`src/rtl/patch_row_sequencer_if.sv`:
```
// patch_row_sequencer_if: host, reducer-bank, weight-table and result bus of patch_row_sequencer
// Ports (slave = sequencer side, master = host/bank side):
//   new_val/new_ack/new_patch/new_row/new_col             host patch offer
//   red_done/red_avail/red_sum/red_patch/red_row/red_col   per-reducer status, packed per reducer
//   red_init/conf_patch_num/conf_row/conf_col/conf_sum     one-hot init plus shared conf bus
//   wt_rd/wt_patch/wt_rowofs/wt_data/conf_weights          weight table read and its registered copy
//   res_val/res_rdy/res_sum/res_patch                      finished patch result
// PATCH_SEQ_OVERRUN_CHECK_EN adds cur_row (to sequencer) and overrun (from sequencer).
interface patch_row_sequencer_if #(
    parameter int N_REDUCER  = 4,
    parameter int N_PATCH    = 64,
    parameter int PATCH_SIZE = 8,
    parameter int PATCH_ROWS = 8,
    parameter int N_COL_SIZE = 11,
    parameter int N_ROW_SIZE = 11,
    parameter int FP_SIZE    = 32
);
    localparam int PW = $clog2(N_PATCH);
    localparam int RW = $clog2(PATCH_ROWS);
    logic                            new_val;
    logic                            new_ack;
    logic [PW-1:0]                   new_patch;
    logic [N_ROW_SIZE-1:0]           new_row;
    logic [N_COL_SIZE-1:0]           new_col;
    logic [N_REDUCER-1:0]            red_done;
    logic [N_REDUCER-1:0]            red_avail;
    logic [N_REDUCER*FP_SIZE-1:0]    red_sum;
    logic [N_REDUCER*PW-1:0]         red_patch;
    logic [N_REDUCER*N_ROW_SIZE-1:0] red_row;
    logic [N_REDUCER*N_COL_SIZE-1:0] red_col;
    logic [N_REDUCER-1:0]            red_init;
    logic [PW-1:0]                   conf_patch_num;
    logic [N_ROW_SIZE-1:0]           conf_row;
    logic [N_COL_SIZE-1:0]           conf_col;
    logic [FP_SIZE-1:0]              conf_sum;
    logic                            wt_rd;
    logic [PW-1:0]                   wt_patch;
    logic [RW-1:0]                   wt_rowofs;
    logic [PATCH_SIZE*FP_SIZE-1:0]   wt_data;
    logic [PATCH_SIZE*FP_SIZE-1:0]   conf_weights;
    logic                            res_val;
    logic                            res_rdy;
    logic [FP_SIZE-1:0]              res_sum;
    logic [PW-1:0]                   res_patch;
`ifdef PATCH_SEQ_OVERRUN_CHECK_EN
    logic [N_ROW_SIZE-1:0]           cur_row;
    logic                            overrun;
`endif
    modport slave (
`ifdef PATCH_SEQ_OVERRUN_CHECK_EN
        input  cur_row,
        output overrun,
`endif
        input  new_val, new_patch, new_row, new_col,
        input  red_done, red_avail, red_sum, red_patch, red_row, red_col,
        input  wt_data, res_rdy,
        output new_ack, red_init, conf_patch_num, conf_row, conf_col, conf_sum,
        output wt_rd, wt_patch, wt_rowofs, conf_weights,
        output res_val, res_sum, res_patch
    );
    modport master (
`ifdef PATCH_SEQ_OVERRUN_CHECK_EN
        output cur_row,
        input  overrun,
`endif
        output new_val, new_patch, new_row, new_col,
        output red_done, red_avail, red_sum, red_patch, red_row, red_col,
        output wt_data, res_rdy,
        input  new_ack, red_init, conf_patch_num, conf_row, conf_col, conf_sum,
        input  wt_rd, wt_patch, wt_rowofs, conf_weights,
        input  res_val, res_sum, res_patch
    );
endinterface

```
`src/rtl/patch_row_sequencer.sv`:
```
// patch_row_sequencer: schedules patch rows onto a bank of row reducers, chaining partial sums
// Ports:
//   CLK    clock, single domain
//   RESET  synchronous active-high reset
//   bus    patch_row_sequencer_if.slave: host offer, reducer status/init, weight table, result
// Optional: PATCH_SEQ_OVERRUN_CHECK_EN builds the sticky overrun flag (bus.cur_row in, bus.overrun out).
module patch_row_sequencer #(
    parameter int N_REDUCER  = 4,
    parameter int N_PATCH    = 64,
    parameter int PATCH_SIZE = 8,
    parameter int PATCH_ROWS = 8,
    parameter int N_COL_SIZE = 11,
    parameter int N_ROW_SIZE = 11,
    parameter int FP_SIZE    = 32
) (
    input logic CLK,
    input logic RESET,
    patch_row_sequencer_if.slave bus
);
    localparam int PW = $clog2(N_PATCH);
    localparam int RW = $clog2(PATCH_ROWS);
    localparam int KW = N_REDUCER > 1 ? $clog2(N_REDUCER) : 1;
    typedef enum logic [1:0] {IDLE, WT_RD, ISSUE, EMIT} state_t;
    state_t                  state;
    logic [N_REDUCER-1:0]    pending, clr, rot, free;
    logic [2*N_REDUCER-1:0]  dbl;
    logic [RW-1:0]           rowofs [N_REDUCER];
    logic [KW-1:0]           rr, k, rr_pick, free_pick, sel;
    logic                    cont;
    logic [PW-1:0]           lat_patch;
    logic [N_ROW_SIZE-1:0]   lat_row;
    logic [N_COL_SIZE-1:0]   lat_col;
    logic [FP_SIZE-1:0]      sums    [N_REDUCER];
    logic [PW-1:0]           patches [N_REDUCER];
    logic [N_ROW_SIZE-1:0]   rows    [N_REDUCER];
    logic [N_COL_SIZE-1:0]   cols    [N_REDUCER];
    logic [N_ROW_SIZE-1:0]   next_row;
    always_comb begin
        for (int i = 0; i < N_REDUCER; i++) begin
            sums[i]    = bus.red_sum[i*FP_SIZE +: FP_SIZE];
            patches[i] = bus.red_patch[i*PW +: PW];
            rows[i]    = bus.red_row[i*N_ROW_SIZE +: N_ROW_SIZE];
            cols[i]    = bus.red_col[i*N_COL_SIZE +: N_COL_SIZE];
        end
        // rotate so bit 0 is the reducer at the rr pointer; lowest set bit wins
        dbl     = {pending, pending} >> rr;
        rot     = dbl[N_REDUCER-1:0];
        rr_pick = '0;
        for (int j = N_REDUCER-1; j >= 0; j--)
            if (rot[j]) rr_pick = KW'((int'(rr) + j) % N_REDUCER);
        free      = bus.red_avail & ~pending;
        free_pick = '0;
        for (int i = N_REDUCER-1; i >= 0; i--)
            if (free[i]) free_pick = KW'(i);
        sel      = state == IDLE ? rr_pick : k;
        next_row = rows[sel] + N_ROW_SIZE'(1);
        clr      = ((state == ISSUE && cont) || (state == EMIT && bus.res_rdy)) ? N_REDUCER'(1) << k : '0;
    end
    always_ff @(posedge CLK) begin
        if (RESET) begin
            state              <= IDLE;
            pending            <= '0;
            rr                 <= '0;
            k                  <= '0;
            cont               <= 1'b0;
            lat_patch          <= '0;
            lat_row            <= '0;
            lat_col            <= '0;
            for (int i = 0; i < N_REDUCER; i++) rowofs[i] <= '0;
            bus.new_ack        <= 1'b0;
            bus.red_init       <= '0;
            bus.conf_patch_num <= '0;
            bus.conf_row       <= '0;
            bus.conf_col       <= '0;
            bus.conf_sum       <= '0;
            bus.wt_rd          <= 1'b0;
            bus.wt_patch       <= '0;
            bus.wt_rowofs      <= '0;
            bus.conf_weights   <= '0;
            bus.res_val        <= 1'b0;
            bus.res_sum        <= '0;
            bus.res_patch      <= '0;
        end else begin
            bus.new_ack  <= 1'b0;
            bus.wt_rd    <= 1'b0;
            bus.red_init <= '0;
            // a done arriving in the same cycle as the service clear must survive
            pending      <= (pending & ~clr) | bus.red_done;
            case (state)
                IDLE: begin
                    if (|pending) begin
                        k    <= rr_pick;
                        rr   <= rr_pick == KW'(N_REDUCER-1) ? '0 : rr_pick + KW'(1);
                        cont <= 1'b1;
                        if (rowofs[rr_pick] == RW'(PATCH_ROWS-1)) begin
                            state         <= EMIT;
                            bus.res_val   <= 1'b1;
                            bus.res_sum   <= sums[rr_pick];
                            bus.res_patch <= patches[rr_pick];
                        end else begin
                            state         <= WT_RD;
                            bus.wt_rd     <= 1'b1;
                            bus.wt_patch  <= patches[rr_pick];
                            bus.wt_rowofs <= rowofs[rr_pick] + RW'(1);
                        end
                    end else if (bus.new_val && |free) begin
                        k                 <= free_pick;
                        cont              <= 1'b0;
                        rowofs[free_pick] <= '0;
                        lat_patch         <= bus.new_patch;
                        lat_row           <= bus.new_row;
                        lat_col           <= bus.new_col;
                        bus.new_ack       <= 1'b1;
                        bus.wt_rd         <= 1'b1;
                        bus.wt_patch      <= bus.new_patch;
                        bus.wt_rowofs     <= '0;
                        state             <= WT_RD;
                    end
                end
                WT_RD: state <= ISSUE;
                ISSUE: begin
                    bus.red_init     <= N_REDUCER'(1) << k;
                    bus.conf_weights <= bus.wt_data;
                    state            <= IDLE;
                    if (cont) begin
                        bus.conf_sum       <= sums[k];
                        bus.conf_row       <= next_row;
                        bus.conf_col       <= cols[k];
                        bus.conf_patch_num <= patches[k];
                        rowofs[k]          <= rowofs[k] + RW'(1);
                    end else begin
                        bus.conf_sum       <= '0;
                        bus.conf_row       <= lat_row;
                        bus.conf_col       <= lat_col;
                        bus.conf_patch_num <= lat_patch;
                    end
                end
                EMIT: begin
                    if (bus.res_rdy) begin
                        bus.res_val <= 1'b0;
                        rowofs[k]   <= '0;
                        state       <= IDLE;
                    end
                end
                default: state <= IDLE;
            endcase
        end
    end
`ifdef PATCH_SEQ_OVERRUN_CHECK_EN
    // a continuation whose row is already streaming was initialised too late
    always_ff @(posedge CLK) begin
        if (RESET)
            bus.overrun <= 1'b0;
        else if (state == ISSUE && cont && next_row <= bus.cur_row)
            bus.overrun <= 1'b1;
    end
`else
`endif
endmodule

```
`src/flat_wrapper.sv`:
```
// flat-port wrapper written by rule: the top's interface ports become plain ports
module patch_row_sequencer_flat 
#(
    parameter int N_REDUCER  = 4,
    parameter int N_PATCH    = 64,
    parameter int PATCH_SIZE = 8,
    parameter int PATCH_ROWS = 8,
    parameter int N_COL_SIZE = 11,
    parameter int N_ROW_SIZE = 11,
    parameter int FP_SIZE    = 32
)
  (CLK, RESET, bus_new_val, bus_new_patch, bus_new_row, bus_new_col, bus_red_done, bus_red_avail, bus_red_sum, bus_red_patch, bus_red_row, bus_red_col, bus_wt_data, bus_res_rdy, bus_new_ack, bus_red_init, bus_conf_patch_num, bus_conf_row, bus_conf_col, bus_conf_sum, bus_wt_rd, bus_wt_patch, bus_wt_rowofs, bus_conf_weights, bus_res_val, bus_res_sum, bus_res_patch);
  patch_row_sequencer_if #(.N_REDUCER(N_REDUCER), .N_PATCH(N_PATCH), .PATCH_SIZE(PATCH_SIZE), .PATCH_ROWS(PATCH_ROWS), .N_COL_SIZE(N_COL_SIZE), .N_ROW_SIZE(N_ROW_SIZE), .FP_SIZE(FP_SIZE)) bus_i ();
  input logic CLK;
  input logic RESET;
  input wire logic [$bits(bus_i.new_val)-1:0] bus_new_val;
  input wire logic [$bits(bus_i.new_patch)-1:0] bus_new_patch;
  input wire logic [$bits(bus_i.new_row)-1:0] bus_new_row;
  input wire logic [$bits(bus_i.new_col)-1:0] bus_new_col;
  input wire logic [$bits(bus_i.red_done)-1:0] bus_red_done;
  input wire logic [$bits(bus_i.red_avail)-1:0] bus_red_avail;
  input wire logic [$bits(bus_i.red_sum)-1:0] bus_red_sum;
  input wire logic [$bits(bus_i.red_patch)-1:0] bus_red_patch;
  input wire logic [$bits(bus_i.red_row)-1:0] bus_red_row;
  input wire logic [$bits(bus_i.red_col)-1:0] bus_red_col;
  input wire logic [$bits(bus_i.wt_data)-1:0] bus_wt_data;
  input wire logic [$bits(bus_i.res_rdy)-1:0] bus_res_rdy;
  output wire logic [$bits(bus_i.new_ack)-1:0] bus_new_ack;
  output wire logic [$bits(bus_i.red_init)-1:0] bus_red_init;
  output wire logic [$bits(bus_i.conf_patch_num)-1:0] bus_conf_patch_num;
  output wire logic [$bits(bus_i.conf_row)-1:0] bus_conf_row;
  output wire logic [$bits(bus_i.conf_col)-1:0] bus_conf_col;
  output wire logic [$bits(bus_i.conf_sum)-1:0] bus_conf_sum;
  output wire logic [$bits(bus_i.wt_rd)-1:0] bus_wt_rd;
  output wire logic [$bits(bus_i.wt_patch)-1:0] bus_wt_patch;
  output wire logic [$bits(bus_i.wt_rowofs)-1:0] bus_wt_rowofs;
  output wire logic [$bits(bus_i.conf_weights)-1:0] bus_conf_weights;
  output wire logic [$bits(bus_i.res_val)-1:0] bus_res_val;
  output wire logic [$bits(bus_i.res_sum)-1:0] bus_res_sum;
  output wire logic [$bits(bus_i.res_patch)-1:0] bus_res_patch;
  assign bus_i.new_val = bus_new_val;
  assign bus_i.new_patch = bus_new_patch;
  assign bus_i.new_row = bus_new_row;
  assign bus_i.new_col = bus_new_col;
  assign bus_i.red_done = bus_red_done;
  assign bus_i.red_avail = bus_red_avail;
  assign bus_i.red_sum = bus_red_sum;
  assign bus_i.red_patch = bus_red_patch;
  assign bus_i.red_row = bus_red_row;
  assign bus_i.red_col = bus_red_col;
  assign bus_i.wt_data = bus_wt_data;
  assign bus_i.res_rdy = bus_res_rdy;
  assign bus_new_ack = bus_i.new_ack;
  assign bus_red_init = bus_i.red_init;
  assign bus_conf_patch_num = bus_i.conf_patch_num;
  assign bus_conf_row = bus_i.conf_row;
  assign bus_conf_col = bus_i.conf_col;
  assign bus_conf_sum = bus_i.conf_sum;
  assign bus_wt_rd = bus_i.wt_rd;
  assign bus_wt_patch = bus_i.wt_patch;
  assign bus_wt_rowofs = bus_i.wt_rowofs;
  assign bus_conf_weights = bus_i.conf_weights;
  assign bus_res_val = bus_i.res_val;
  assign bus_res_sum = bus_i.res_sum;
  assign bus_res_patch = bus_i.res_patch;
  patch_row_sequencer #(.N_REDUCER(N_REDUCER), .N_PATCH(N_PATCH), .PATCH_SIZE(PATCH_SIZE), .PATCH_ROWS(PATCH_ROWS), .N_COL_SIZE(N_COL_SIZE), .N_ROW_SIZE(N_ROW_SIZE), .FP_SIZE(FP_SIZE)) u_core (.CLK(CLK), .RESET(RESET), .bus(bus_i));
endmodule
```
`config.mk`:
```
export PLATFORM = sky130hd
export DESIGN_NAME = patch_row_sequencer_flat
export DESIGN_NICKNAME = d
export VERILOG_FILES = /design/src/rtl/patch_row_sequencer_if.sv /design/src/rtl/patch_row_sequencer.sv /design/src/flat_wrapper.sv
export SDC_FILE = /design/constraint.sdc
export NUM_CORES = 1
export LEC_CHECK = 0
export CORE_AREA = 5 5 348 350
export CTS_BUF_LIST = sky130_fd_sc_hd__clkbuf_8
export CTS_CLUSTER_DIAMETER = 50
export DETAILED_ROUTE_END_ITERATION = 8
export DIE_AREA = 0 0 353 355
export GPL_ROUTABILITY_DRIVEN = 0
export MAX_ROUTING_LAYER = met4
export PLACE_DENSITY = 0.47
export SLEW_MARGIN = 20
export SYNTH_ARGS = -nofsm -noshare
export SYNTH_HDL_FRONTEND = slang
export SYNTH_SLANG_ARGS = --single-unit
```
`constraint.sdc`:
```
create_clock -name CLK -period 4.3 [get_ports CLK]
set_input_delay 0.645 -clock CLK [delete_from_list [all_inputs] [get_ports CLK]]
set_output_delay 0.645 -clock CLK [all_outputs]
set_load 0.02 [all_outputs]
```
==> results of run 1 <==
routing by layer:
metal  track usage (%)  routed length (microns)
met3              6.39                     9370
met4              5.14                     2810
met1              18.6                    42400
met5                 -                        0
met2              24.5                    46600
final cells by class:
cell class	count	area (sq um)
multi-input cells	1644	8670
fillers	12853	86700
diodes	19	47.5
inverters	11	41.3
clock buffers	112	1540
flip-flops and latches	423	8600
well taps	1536	1920
repair buffers	933	9360
clock inverters	56	584
registers in the layout, indices dropped and copies added, names as in the netlist, 3 cells and up, named ones only:
name                       count
u_core.bus.conf_row           11
u_core.bus.wt_rowofs           3
u_core.bus.conf_patch_num      6
u_core.bus.conf_weights      256
u_core.bus.res_sum            32
u_core.rowofs                 12
u_core.bus.conf_sum           32
u_core.bus.wt_patch            6
u_core.bus.res_patch           6
u_core.lat_patch               6
u_core.lat_col                11
u_core.bus.conf_col           11
u_core.bus.red_init            4
u_core.lat_row                11
u_core.pending                 4
cells in the mapped netlist (4+ instances only):
library cell / n
sky130_fd_sc_hd__a211oi_1: 22
sky130_fd_sc_hd__a21oi_1: 347
sky130_fd_sc_hd__a22oi_1: 38
sky130_fd_sc_hd__a31oi_1: 8
sky130_fd_sc_hd__and3_1: 5
sky130_fd_sc_hd__buf_1: 12
sky130_fd_sc_hd__clkbuf_1: 170
sky130_fd_sc_hd__dfxtp_1: 411
sky130_fd_sc_hd__edfxtp_1: 12
sky130_fd_sc_hd__ha_1: 4
sky130_fd_sc_hd__inv_1: 11
sky130_fd_sc_hd__mux2_2: 6
sky130_fd_sc_hd__mux2i_1: 36
sky130_fd_sc_hd__mux4_2: 52
sky130_fd_sc_hd__nand2_1: 803
sky130_fd_sc_hd__nand2b_1: 8
sky130_fd_sc_hd__nand3_1: 119
sky130_fd_sc_hd__nor2_1: 111
sky130_fd_sc_hd__nor2b_1: 5
sky130_fd_sc_hd__nor3_1: 6
sky130_fd_sc_hd__o211ai_1: 7
sky130_fd_sc_hd__o21ai_0: 18
sky130_fd_sc_hd__xor2_1: 4
layout by cell type, fill, tap and decap left out, drive strengths merged, types with 5 or more instances in the layout:
master / count
nor3: 6
bufinv: 12
nor2: 111
mux4: 52
diode: 19
clkinvlp: 5
clkdlybuf4s50: 904
o211ai: 7
nand2: 804
and3: 5
a31oi: 8
dfxtp: 411
a21oi: 347
nand2b: 8
inv: 41
a211oi: 22
clkbuf: 112
nor2b: 5
o21ai: 19
a22oi: 38
mux2: 6
buf: 29
clkinv: 9
edfxtp: 12
mux2i: 36
nand3: 119
kinds of logic (layout without fill, tap and decap cells):
kind of cell	Yosys count	after routing	synth area share, %
AOI/OAI and AO/OA	458	458	14.2
xor gates and xnor gates	7	7	0.341
adders and majority gates	4	4	0.278
buffers and inverters	197	1112	4.26
DFF	423	423	47.8
muxes	94	94	8.90
other	0	19	0
and+or+nand+nor	1081	1081	24.2
stage by stage:
stage               total power (W)  hold slack (ns)  cells
global route                 0.0140            0.357   4731
floorplan                   0.00637            0.432   2264
detailed placement          0.00826            0.446   4547
finish                       0.0133            0.436   4734
CTS                          0.0135            0.316   4715
global placement            0.00825            0.441   4547
power groups by stage:
stage	registers [W]	clock network, W	logic, W
global placement	0.00456	0	0.00369
CTS	0.00449	0.00535	0.00370
global route	0.00453	0.00552	0.00394
detailed placement	0.00458	0	0.00369
floorplan	0.00484	0	0.00152
finish	0.00449	0.00513	0.00363
worst max-delay path: cells and delay by family, from the launching register on:
kind | cells | cell delay (ns)
fa+ha+maj | 1 | 0.31
xor+xnor | 1 | 0.15
flops | 1 | 0.41
compound gates | 3 | 1.15
buf+inv | 2 | 0.40
simple gates | 3 | 1.02
worst max-delay path by stage:
stage	depth (start not counted)	to	slack [ns]
after global routing	10	u_core.bus.conf_row[10]	0.46
after global placement	10	u_core.bus.conf_row[10]	0.84
final	10	u_core.bus.conf_row[10]	0.73
after detailed placement	10	u_core.bus.conf_row[10]	0.78
after floorplan	11	u_core.bus.conf_row[10]	1.07
after CTS	10	u_core.bus.conf_row[10]	0.76
==> results.json, run 1 <==
{
  "floorplan.initialDensity_pct": 15.3,
  "final_critical_path_setup_slack_ns": 0.730,
  "outcome": "finished, final reports clean",
  "finalHoldViolCount": 0,
  "postSynthRegisterBits": 423,
  "postCtsSetupBuffers": 0,
  "power.static_leakage_nw": 10.7,
  "setup_viol": 0,
  "synth.lib_cells_used.distinct": 54,
  "post-dp-hpwl_mm": 75.6,
  "grt_pass1_vias": 19266,
  "slowest_stage_delay_on_critical_path_ns": 0.78,
  "reg2reg_depth": 10,
  "p_sw_w": 0.00432,
  "tritoncts": "yes",
  "timing.clock.skew_ns": 0.0412,
  "cts.path.max_buffers": 3,
  "syn_area_per_cell_sq_um": 7.94,
  "synth-seq-area-share_pct": 47.8,
  "comb_power_share_pct": 27.4,
  "max_freq_mhz": 280,
  "yosysWarnings": 0,
  "synthDominantAreaCellType": "sky130_fd_sc_hd__dfxtp_1",
  "slew_violations": 0,
  "synth_top_area_share_pct": 45.8,
  "syn2layout_area_growth_pct": 71.2,
  "cts_buffer_count": 95,
  "routed_wire_length_per_instance_microns": 21.4,
  "seqPwrFrac_pct": 33.9,
  "synthCells": 2264,
  "worst_hold_path.endpoint": "u_core.bus.conf_row[2]",
  "grt.overflow.total": 0,
  "worstPathArrival_ns": 4.16,
  "post-route-period-util_pct": 83.0,
  "post_cts_resize_count": 0,
  "antenna_found_initial": 23,
  "rsz0062_at_grt": "false",
  "cp_data_required_time_ns": 4.89,
  "buffer_ports.inserted": 905,
  "worstSkewPairLatency_ns": 0.74,
  "cell_area_after_synthesis_sq_mm": 0.0180,
  "route.final.wire_length_mm": 101,
  "critical_path.max_fanout": 9,
  "core_sq_mm": 0.117,
  "tritoncts_num_sinks": 423,
  "cellPowerDensity_mw_per_mm2": 431,
  "clkTransAtPathRegs_ns": 0.06,
  "worstPathCellList": "or2_1 -> o41ai_4 -> buf_4 -> nand2_1 -> a22oi_1 -> ha_1 -> inv_1 -> or4b_1 -> xnor2_1 -> o21ai_1",
  "postLayoutCellArea_sq_mm": 0.0308,
  "cts_hold_repair.buffers": 0,
  "routed-via-count": 19514,
  "grt_use_total_pct": 15.7,
  "fp.dieArea_sq_mm": 0.125,
  "drt-vias-per-instance": 4.12,
  "ant_nets": 0,
  "synth_async_sr_flop_share_pct": 0,
  "r2r_setup_slack_ns": 0.73,
  "clock_root_buffer_master": "sky130_fd_sc_hd__clkbuf_8",
  "setup.worst_path.start": "u_core.state[1]",
  "maxCapViolCount": 0,
  "number_of_flops_mapped_to_enable_cells_by_yosys": 12,
  "yosys-top-cells-area": "sky130_fd_sc_hd__dfxtp_1 (46%), sky130_fd_sc_hd__nand2_1 (17%), sky130_fd_sc_hd__a21oi_1 (9.7%)",
  "min_delay_path_depth": 2,
  "fin_tns_setup_ns": 0,
  "max-vdd-ir-drop_mv": 0.220,
  "share_of_total_power_consumed_by_net_switching_pct": 32.6,
  "post-place-ws_ns": 0.776,
  "tightestPinTransition_ns": 1.05,
  "synth.net_count": 2804,
  "timing.rr.start": "u_core.state[1]",
  "drc": 0,
  "pin_count": 906,
  "cp-end-kind": "register",
  "power_report.internal_total_w": 0.00893,
  "hp-start": "RESET",
  "grt_pass1_wl_mm": 140,
  "first_iter_violations": 1308,
  "synth_flop_cell": "sky130_fd_sc_hd__dfxtp_1",
  "die-height_microns": 355,
  "first_pass_iters": 5,
  "critical_path.slowest_cell": "sky130_fd_sc_hd__o41ai_4",
  "grt_max_degree": 157,
  "final_core_utilization_pct": 26.2,
  "drive_gt1_share_pct": 7.74,
  "die_width_microns": 353,
  "holdCritPathClass": "in -> reg",
  "worst_slew_margin_rel_pct": 29.8,
  "nets": 3648,
  "std_cell_rows": 126,
  "worstSetupPathType": "reg -> reg",
  "post_dp_cell_area_sq_mm": 0.0286,
  "share_clk_of_total_power_pct": 38.7,
  "crit_path_start_kind": "register",
  "worst_r2r_endpoint": "u_core.bus.conf_row[10]",
  "ctsHtreeMaxLevel": 3,
  "finalWorstPathRequiredPeriod_ns": 3.57
}
Power figures use the tool's default switching activity.
==> run 2, diff against run 1 <==
--- a/config.mk
+++ b/config.mk
@@ -5,14 +5,14 @@
 export SDC_FILE = /design/constraint.sdc
 export NUM_CORES = 1
 export LEC_CHECK = 0
-export CORE_AREA = 5 5 348 350
+export CORE_AREA = 5 5 345 347
 export CTS_BUF_LIST = sky130_fd_sc_hd__clkbuf_8
 export CTS_CLUSTER_DIAMETER = 50
 export DETAILED_ROUTE_END_ITERATION = 8
-export DIE_AREA = 0 0 353 355
+export DIE_AREA = 0 0 350 352
 export GPL_ROUTABILITY_DRIVEN = 0
 export MAX_ROUTING_LAYER = met4
-export PLACE_DENSITY = 0.47
+export PLACE_DENSITY = 0.49
 export SLEW_MARGIN = 20
 export SYNTH_ARGS = -nofsm -noshare
 export SYNTH_HDL_FRONTEND = slang
==> constraint.sdc (replaced) <==
create_clock -name CLK -period 2.9 [get_ports CLK]
set_input_delay 0.435 -clock CLK [delete_from_list [all_inputs] [get_ports CLK]]
set_output_delay 0.435 -clock CLK [all_outputs]
set_load 0.02 [all_outputs]
==> run 2 against run 1 <==
  * Count of clock-buffer cells in the layout fell by 2
  * Critical path depth shrank 1
  * Via count increased by 0.49%
  * Critical path type unchanged
  * First-iteration DRC count down 12%
  * Core utilization grew 0.77 points
  * Global-route usage decreased by 0.050 points
  * Clock skew decreased by 0.0048 ns
  * Flip-flop and latch count did not move
  * Clock power is 31% higher
  * Non-clock buffer count up 55
==> results.json, run 2 (synthesis gave the netlist of run 1 again) <==
{
  "timing.clock.skew_ns": 0.0365,
  "fin_tns_setup_ns": 0,
  "die_width_microns": 350,
  "grt_pass1_vias": 19465,
  "top_register": "u_core.bus.conf_weights",
  "post-route-period-util_pct": 99.3,
  "syn2layout_area_growth_pct": 73.4,
  "final_common_cell": "sky130_fd_sc_hd__clkdlybuf4s50_1",
  "postLayoutCellArea_sq_mm": 0.0312,
  "finalWorstPathRequiredPeriod_ns": 2.88,
  "crit_path_start_kind": "register",
  "drt-vias-per-instance": 4.11,
  "worstPathArrival_ns": 3.45,
  "clkTransAtPathRegs_ns": 0.06,
  "route.final.wire_length_mm": 99.3,
  "layout_top_registers": "u_core.bus.conf_weights: 256 flops, u_core.bus.conf_sum: 32 flops, u_core.bus.res_sum: 32 flops",
  "buffer_ports.inserted": 905,
  "tightestPinTransition_ns": 1.10,
  "nets": 3697,
  "worst_slew_margin_rel_pct": 26.9,
  "first_iter_violations": 1146,
  "grt.overflow.total": 0,
  "layout.cells.most_common_list": "sky130_fd_sc_hd__clkdlybuf4s50_1 (901), sky130_fd_sc_hd__nand2_1 (802), sky130_fd_sc_hd__dfxtp_1 (406)",
  "cts.path.max_buffers": 3,
  "post_dp_cell_area_sq_mm": 0.0290,
  "holdCritPathClass": "in -> reg",
  "grt_pass1_wl_mm": 138,
  "critical_path.max_fanout": 7,
  "finalPower_w": 0.0191,
  "final_core_utilization_pct": 27.0,
  "grt_max_degree": 175,
  "die-height_microns": 352,
  "num-fill-cells": 12530,
  "finalHoldViolCount": 0,
  "clock_root_buffer_master": "sky130_fd_sc_hd__clkbuf_8",
  "maxCapViolCount": 0,
  "cp_data_required_time_ns": 3.47,
  "power.static_leakage_nw": 10.9,
  "path_buf_inv": 0,
  "dp_cells": 4585,
  "drive_gt1_share_pct": 9.90,
  "worstSkewPairLatency_ns": 0.70,
  "tritoncts_num_sinks": 423,
  "worstSetupPathType": "reg -> reg",
  "std_cell_rows": 125,
  "post-dp-hpwl_mm": 75.1,
  "core_sq_mm": 0.116,
  "cellPowerDensity_mw_per_mm2": 612,
  "largest_register_ffs": 256,
  "routed-via-count": 19610,
  "worstPathCellList": "or2_4 -> a311o_1 -> o311ai_4 -> a21oi_1 -> a22o_4 -> or4_4 -> or4b_1 -> xnor2_1 -> o21ai_1",
  "ctsHtreeMaxLevel": 3,
  "critPathTopFamily": "simple AND/OR/NAND/NOR gates",
  "fp.dieArea_sq_mm": 0.123,
  "cp-end-kind": "register",
  "pin_count": 906,
  "slowest_stage_delay_on_critical_path_ns": 0.53,
  "outcome": "finished, final reports clean",
  "max-vdd-ir-drop_mv": 0.289,
  "cts_buffer_count": 89,
  "rsz0062_at_grt": "true",
  "setup_viol": 0,
  "slew_violations": 0,
  "first_pass_iters": 7,
  "routed_wire_length_per_instance_microns": 20.8,
  "critical_path.slowest_cell": "sky130_fd_sc_hd__or4_4",
  "drc": 0,
  "tritoncts": "yes",
  "max_freq_mhz": 347,
  "post_route_insts_no_fill": 4766,
  "ant_nets": 0,
  "floorplan.initialDensity_pct": 15.5,
  "antenna_found_initial": 24,
  "grt_use_total_pct": 15.7
}
[run 2: worst paths after layout]
check | startpoint | end | slack (ns) | depth (start not counted)
max | u_core.state[1] | u_core.bus.conf_row[10] | 0.02 | 9
max reg2reg | u_core.state[1] | u_core.bus.conf_row[10] | 0.02 | 9
min reg2reg | u_core.bus.conf_weights[45] | u_core.bus.conf_weights[45] | 0.45 | 2
min | bus_wt_data[2] | u_core.bus.conf_weights[2] | 0.28 | 3
[run 2: worst min-delay path, cell delays in order]
cell and delay [ns]:
sky130_fd_sc_hd__clkdlybuf4s50_1 0.39, sky130_fd_sc_hd__nand2_1 0.05, sky130_fd_sc_hd__a21oi_1 0.05
[run 2: cell type report]
| cell class | count | area [sq um] | area share (%) |
|---|---|---|---|
| inverters | 11 | 41.3 | 0.132 |
| well taps | 1524 | 1910 | 6.12 |
| flip-flops and latches | 423 | 8600 | 27.6 |
| clock inverters | 46 | 353 | 1.13 |
| clock buffers | 110 | 1510 | 4.86 |
| multi-input cells | 1644 | 8810 | 28.3 |
| repair buffers | 988 | 9890 | 31.7 |
| diodes | 20 | 50.0 | 0.161 |
[run 2: stage by stage]
stage	setup slack (ns)	hold WS [ns]
global placement	-0.0546	0.441
detailed placement	-0.0983	0.446
global route	-0.101	0.156
finish	0.0202	0.277
floorplan	-0.274	0.432
CTS	0.00458	0.135
[run 2: what timing repair did]
| item | CTS | global route |
|---|---|---|
| hold buffers | 1 | 0 |
| resized for setup | 15 | 17 |
| hold endpoints to repair | 5 | 0 |
| buffers inserted | 0 | 1 |
| pin swaps | 3 | 4 |
| cloned | 2 | 1 |
| endpoints found under the setup margin | 43 | 42 |
[run 2: routing by layer]
layer / global-route usage (%) / wire [microns] / vias up
li1: - / - / 9453
met1: 18.1 / 40500 / 9260
met2: 25.4 / 46800 / 771
met5: - / 0 / -
met3: 6.22 / 9640 / 126
met4: 4.28 / 2340 / 0
[run 2: where the power goes]
group	internal (W)	leakage [nW]	switching, W
clock network	0.00379	1.03	0.00293
registers	0.00633	3.47	0.000262
logic	0.00261	6.39	0.00316
==> run 3, diff against run 2 <==
--- a/config.mk
+++ b/config.mk
@@ -5,14 +5,15 @@
 export SDC_FILE = /design/constraint.sdc
 export NUM_CORES = 1
 export LEC_CHECK = 0
-export CORE_AREA = 5 5 345 347
+export CORE_AREA = 5 5 348 350
 export CTS_BUF_LIST = sky130_fd_sc_hd__clkbuf_8
 export CTS_CLUSTER_DIAMETER = 50
+export CTS_CLUSTER_SIZE = 10
 export DETAILED_ROUTE_END_ITERATION = 8
-export DIE_AREA = 0 0 350 352
+export DIE_AREA = 0 0 353 355
 export GPL_ROUTABILITY_DRIVEN = 0
 export MAX_ROUTING_LAYER = met4
-export PLACE_DENSITY = 0.49
+export PLACE_DENSITY_LB_ADDON = 0.08
 export SLEW_MARGIN = 20
 export SYNTH_ARGS = -nofsm -noshare
 export SYNTH_HDL_FRONTEND = slang
==> constraint.sdc (replaced) <==
create_clock -name CLK -period 3.27 [get_ports CLK]
set_input_delay 0.4905 -clock CLK [delete_from_list [all_inputs] [get_ports CLK]]
set_output_delay 0.4905 -clock CLK [all_outputs]
set_load 0.02 [all_outputs]
==> run 3 against run 2 <==
  * Die area increased by 1.7%
  * Total power decreased by 5.7%
  * Clock skew increased by 0.017 ns
  * Non-clock buffer count decreased by 31
  * Combinational power decreased by 13%
  * Core utilization decreased by 0.38 points
  * Worst setup slack improved by 0.089 ns
  * Hold slack improved by 0.019 ns
  * Flip-flop and latch count unchanged
==> results.json, run 3 (synthesis gave the netlist of run 1 again) <==
{
  "outcome": "finished, final reports clean",
  "num-fill-cells": 12639,
  "ctsHtreeMaxLevel": 3,
  "cellPowerDensity_mw_per_mm2": 576,
  "multi_input_area_sq_mm": 0.00872,
  "ant_nets": 0,
  "grt_use_total_pct": 16.9,
  "floorplan.initialDensity_pct": 15.3,
  "wl_met3_mm": 10.4,
  "reg2reg_depth": 10,
  "grt_max_degree": 175,
  "crit_end": "u_core.bus.conf_row[10]",
  "routed-via-count": 19787,
  "setup.worst_path.start": "u_core.state[1]",
  "core_sq_mm": 0.117,
  "routed_wire_length_per_instance_microns": 22.7,
  "die_width_microns": 353,
  "buffer_ports.inserted": 905,
  "holdCritPathClass": "in -> reg",
  "first_iter_violations": 956,
  "finalHoldViolCount": 0,
  "post-route-period-util_pct": 96.7,
  "setup_viol": 0,
  "worst_slew_margin_rel_pct": 14.1,
  "final_common_cell": "sky130_fd_sc_hd__clkdlybuf4s50_1",
  "power_report.internal_total_w": 0.0121,
  "cp_data_required_time_ns": 3.87,
  "tritoncts": "yes",
  "drc": 0,
  "layout.cells.most_common_list": "sky130_fd_sc_hd__clkdlybuf4s50_1 (904), sky130_fd_sc_hd__nand2_1 (803), sky130_fd_sc_hd__dfxtp_1 (408)",
  "top_register": "u_core.bus.conf_weights",
  "grt.overflow.total": 0,
  "layout_top_registers": "u_core.bus.conf_weights: 256 flops, u_core.bus.conf_sum: 32 flops, u_core.bus.res_sum: 32 flops",
  "drt-vias-per-instance": 4.16,
  "maxUsedRoutingLayer": "met4",
  "cts.path.max_buffers": 3,
  "route.final.wire_length_mm": 108,
  "critical_path.max_fanout": 16,
  "tritoncts_num_sinks": 423,
  "antenna_found_initial": 24,
  "max-vdd-ir-drop_mv": 0.261,
  "cp-end-kind": "register",
  "route.met2.wl_mm": 53.1,
  "cts_buffer_count": 92,
  "comb_power_share_pct": 27.8,
  "worstSetupPathType": "reg -> reg",
  "share_of_total_power_consumed_by_net_switching_pct": 32.8,
  "timing.clock.skew_ns": 0.0537,
  "grt_pass1_wl_mm": 152,
  "worst_r2r_endpoint": "u_core.bus.conf_row[10]",
  "tightestPinTransition_ns": 1.29,
  "timing.rr.start": "u_core.state[1]",
  "maxCapViolCount": 0,
  "first_pass_iters": 5,
  "max_freq_mhz": 316,
  "fin_tns_setup_ns": 0,
  "finalWorstPathRequiredPeriod_ns": 3.16,
  "syn2layout_area_growth_pct": 73.7,
  "share_clk_of_total_power_pct": 39.7,
  "std_cell_rows": 126,
  "fp.dieArea_sq_mm": 0.125,
  "clock_root_buffer_master": "sky130_fd_sc_hd__clkbuf_8",
  "drive_gt1_share_pct": 9.24,
  "clkTransAtPathRegs_ns": 0.07,
  "slew_violations": 0,
  "ff_latch_area_sq_mm": 0.00860,
  "power.static_leakage_nw": 10.8,
  "r2r_setup_slack_ns": 0.11,
  "pin_count": 906,
  "postCtsSetupBuffers": 0,
  "routed_metal_1_wirelength_mm": 42.7,
  "die-height_microns": 355,
  "crit_path_start_kind": "register",
  "final_core_utilization_pct": 26.6,
  "p_sw_w": 0.00591,
  "seqPwrFrac_pct": 32.5,
  "grt_pass1_vias": 20178,
  "post-dp-hpwl_mm": 80.5,
  "nets": 3669,
  "largest_register_ffs": 256,
  "worstPathArrival_ns": 3.76,
  "worstSkewPairLatency_ns": 0.74
}
==> run 3: worst max-delay path, cell delays in order (launching register included) <==
cell and delay, ns:
sky130_fd_sc_hd__dfxtp_1 0.32, sky130_fd_sc_hd__or2_4 0.27, sky130_fd_sc_hd__buf_4 0.17, sky130_fd_sc_hd__o41ai_4 0.40, sky130_fd_sc_hd__buf_12 0.21, sky130_fd_sc_hd__mux2i_1 0.08, sky130_fd_sc_hd__mux2_2 0.33, sky130_fd_sc_hd__or4_1 0.53
sky130_fd_sc_hd__or4b_1 0.50, sky130_fd_sc_hd__xnor2_1 0.16, sky130_fd_sc_hd__o21ai_1 0.07
==> run 3: layer usage <==
metal  up-vias  GRT usage (%)
met3       118           6.94
met1      9478           18.9
met2       757           28.7
met5         -              -
met4         0           3.23
li1       9434              -
==> run 3: cell type report <==
class	count	area share, %
antenna	21	0.168
clock buffer	113	4.98
clock inverter	54	2.21
inverter	11	0.132
multi-input combinational	1644	27.9
sequential	423	27.5
tap	1536	6.15
timing repair buffer	957	30.9
==> run 3: worst min path at each step <==
stage                                 start                      endpoint  slack (ns)  cells past startpoint
2_1_floorplan            u_core.lat_row[10]            u_core.lat_row[10]        0.43                      2
6_report                   bus_wt_data[217]  u_core.bus.conf_weights[217]        0.30                      3
3_3_place_gp    u_core.bus.conf_weights[50]   u_core.bus.conf_weights[50]        0.44                      2
5_1_grt                    bus_wt_data[217]  u_core.bus.conf_weights[217]        0.21                      3
4_1_cts                    bus_wt_data[217]  u_core.bus.conf_weights[217]        0.18                      3
3_5_place_dp   u_core.bus.conf_weights[201]  u_core.bus.conf_weights[201]        0.45                      2
==> run 3: power groups by stage <==
stage,sequential (W),clock (W),combinational [W]
floorplan,0.00637,0,0.00200
global placement,0.00594,0,0.00510
detailed placement,0.00595,0,0.00510
CTS,0.00585,0.00743,0.00512
global route,0.00590,0.00764,0.00545
finish,0.00584,0.00714,0.00501
==> run 3: repair_timing <==
action / 4_1_cts / 5_1_grt
gates resized for setup: 0 / 10
endpoints found under the hold margin: 8 / 0
hold buffers: 1 / 0
endpoints found under the setup margin: 0 / 14
==> run 3: metrics by stage <==
step / cells / hold slack (ns) / cell area, sq um / total power [W] / worst slack [ns]
after global placement: 4570 / 0.441 / 28900 / 0.0110 / 0.0185
after global routing: 4758 / 0.209 / 31200 / 0.0190 / -0.00355
after detailed placement: 4570 / 0.446 / 28900 / 0.0111 / 0.0971
after CTS: 4738 / 0.176 / 31100 / 0.0184 / 0.0994
final: 4759 / 0.296 / 31200 / 0.0180 / 0.109
after floorplan: 2264 / 0.432 / 18000 / 0.00837 / 0.0401
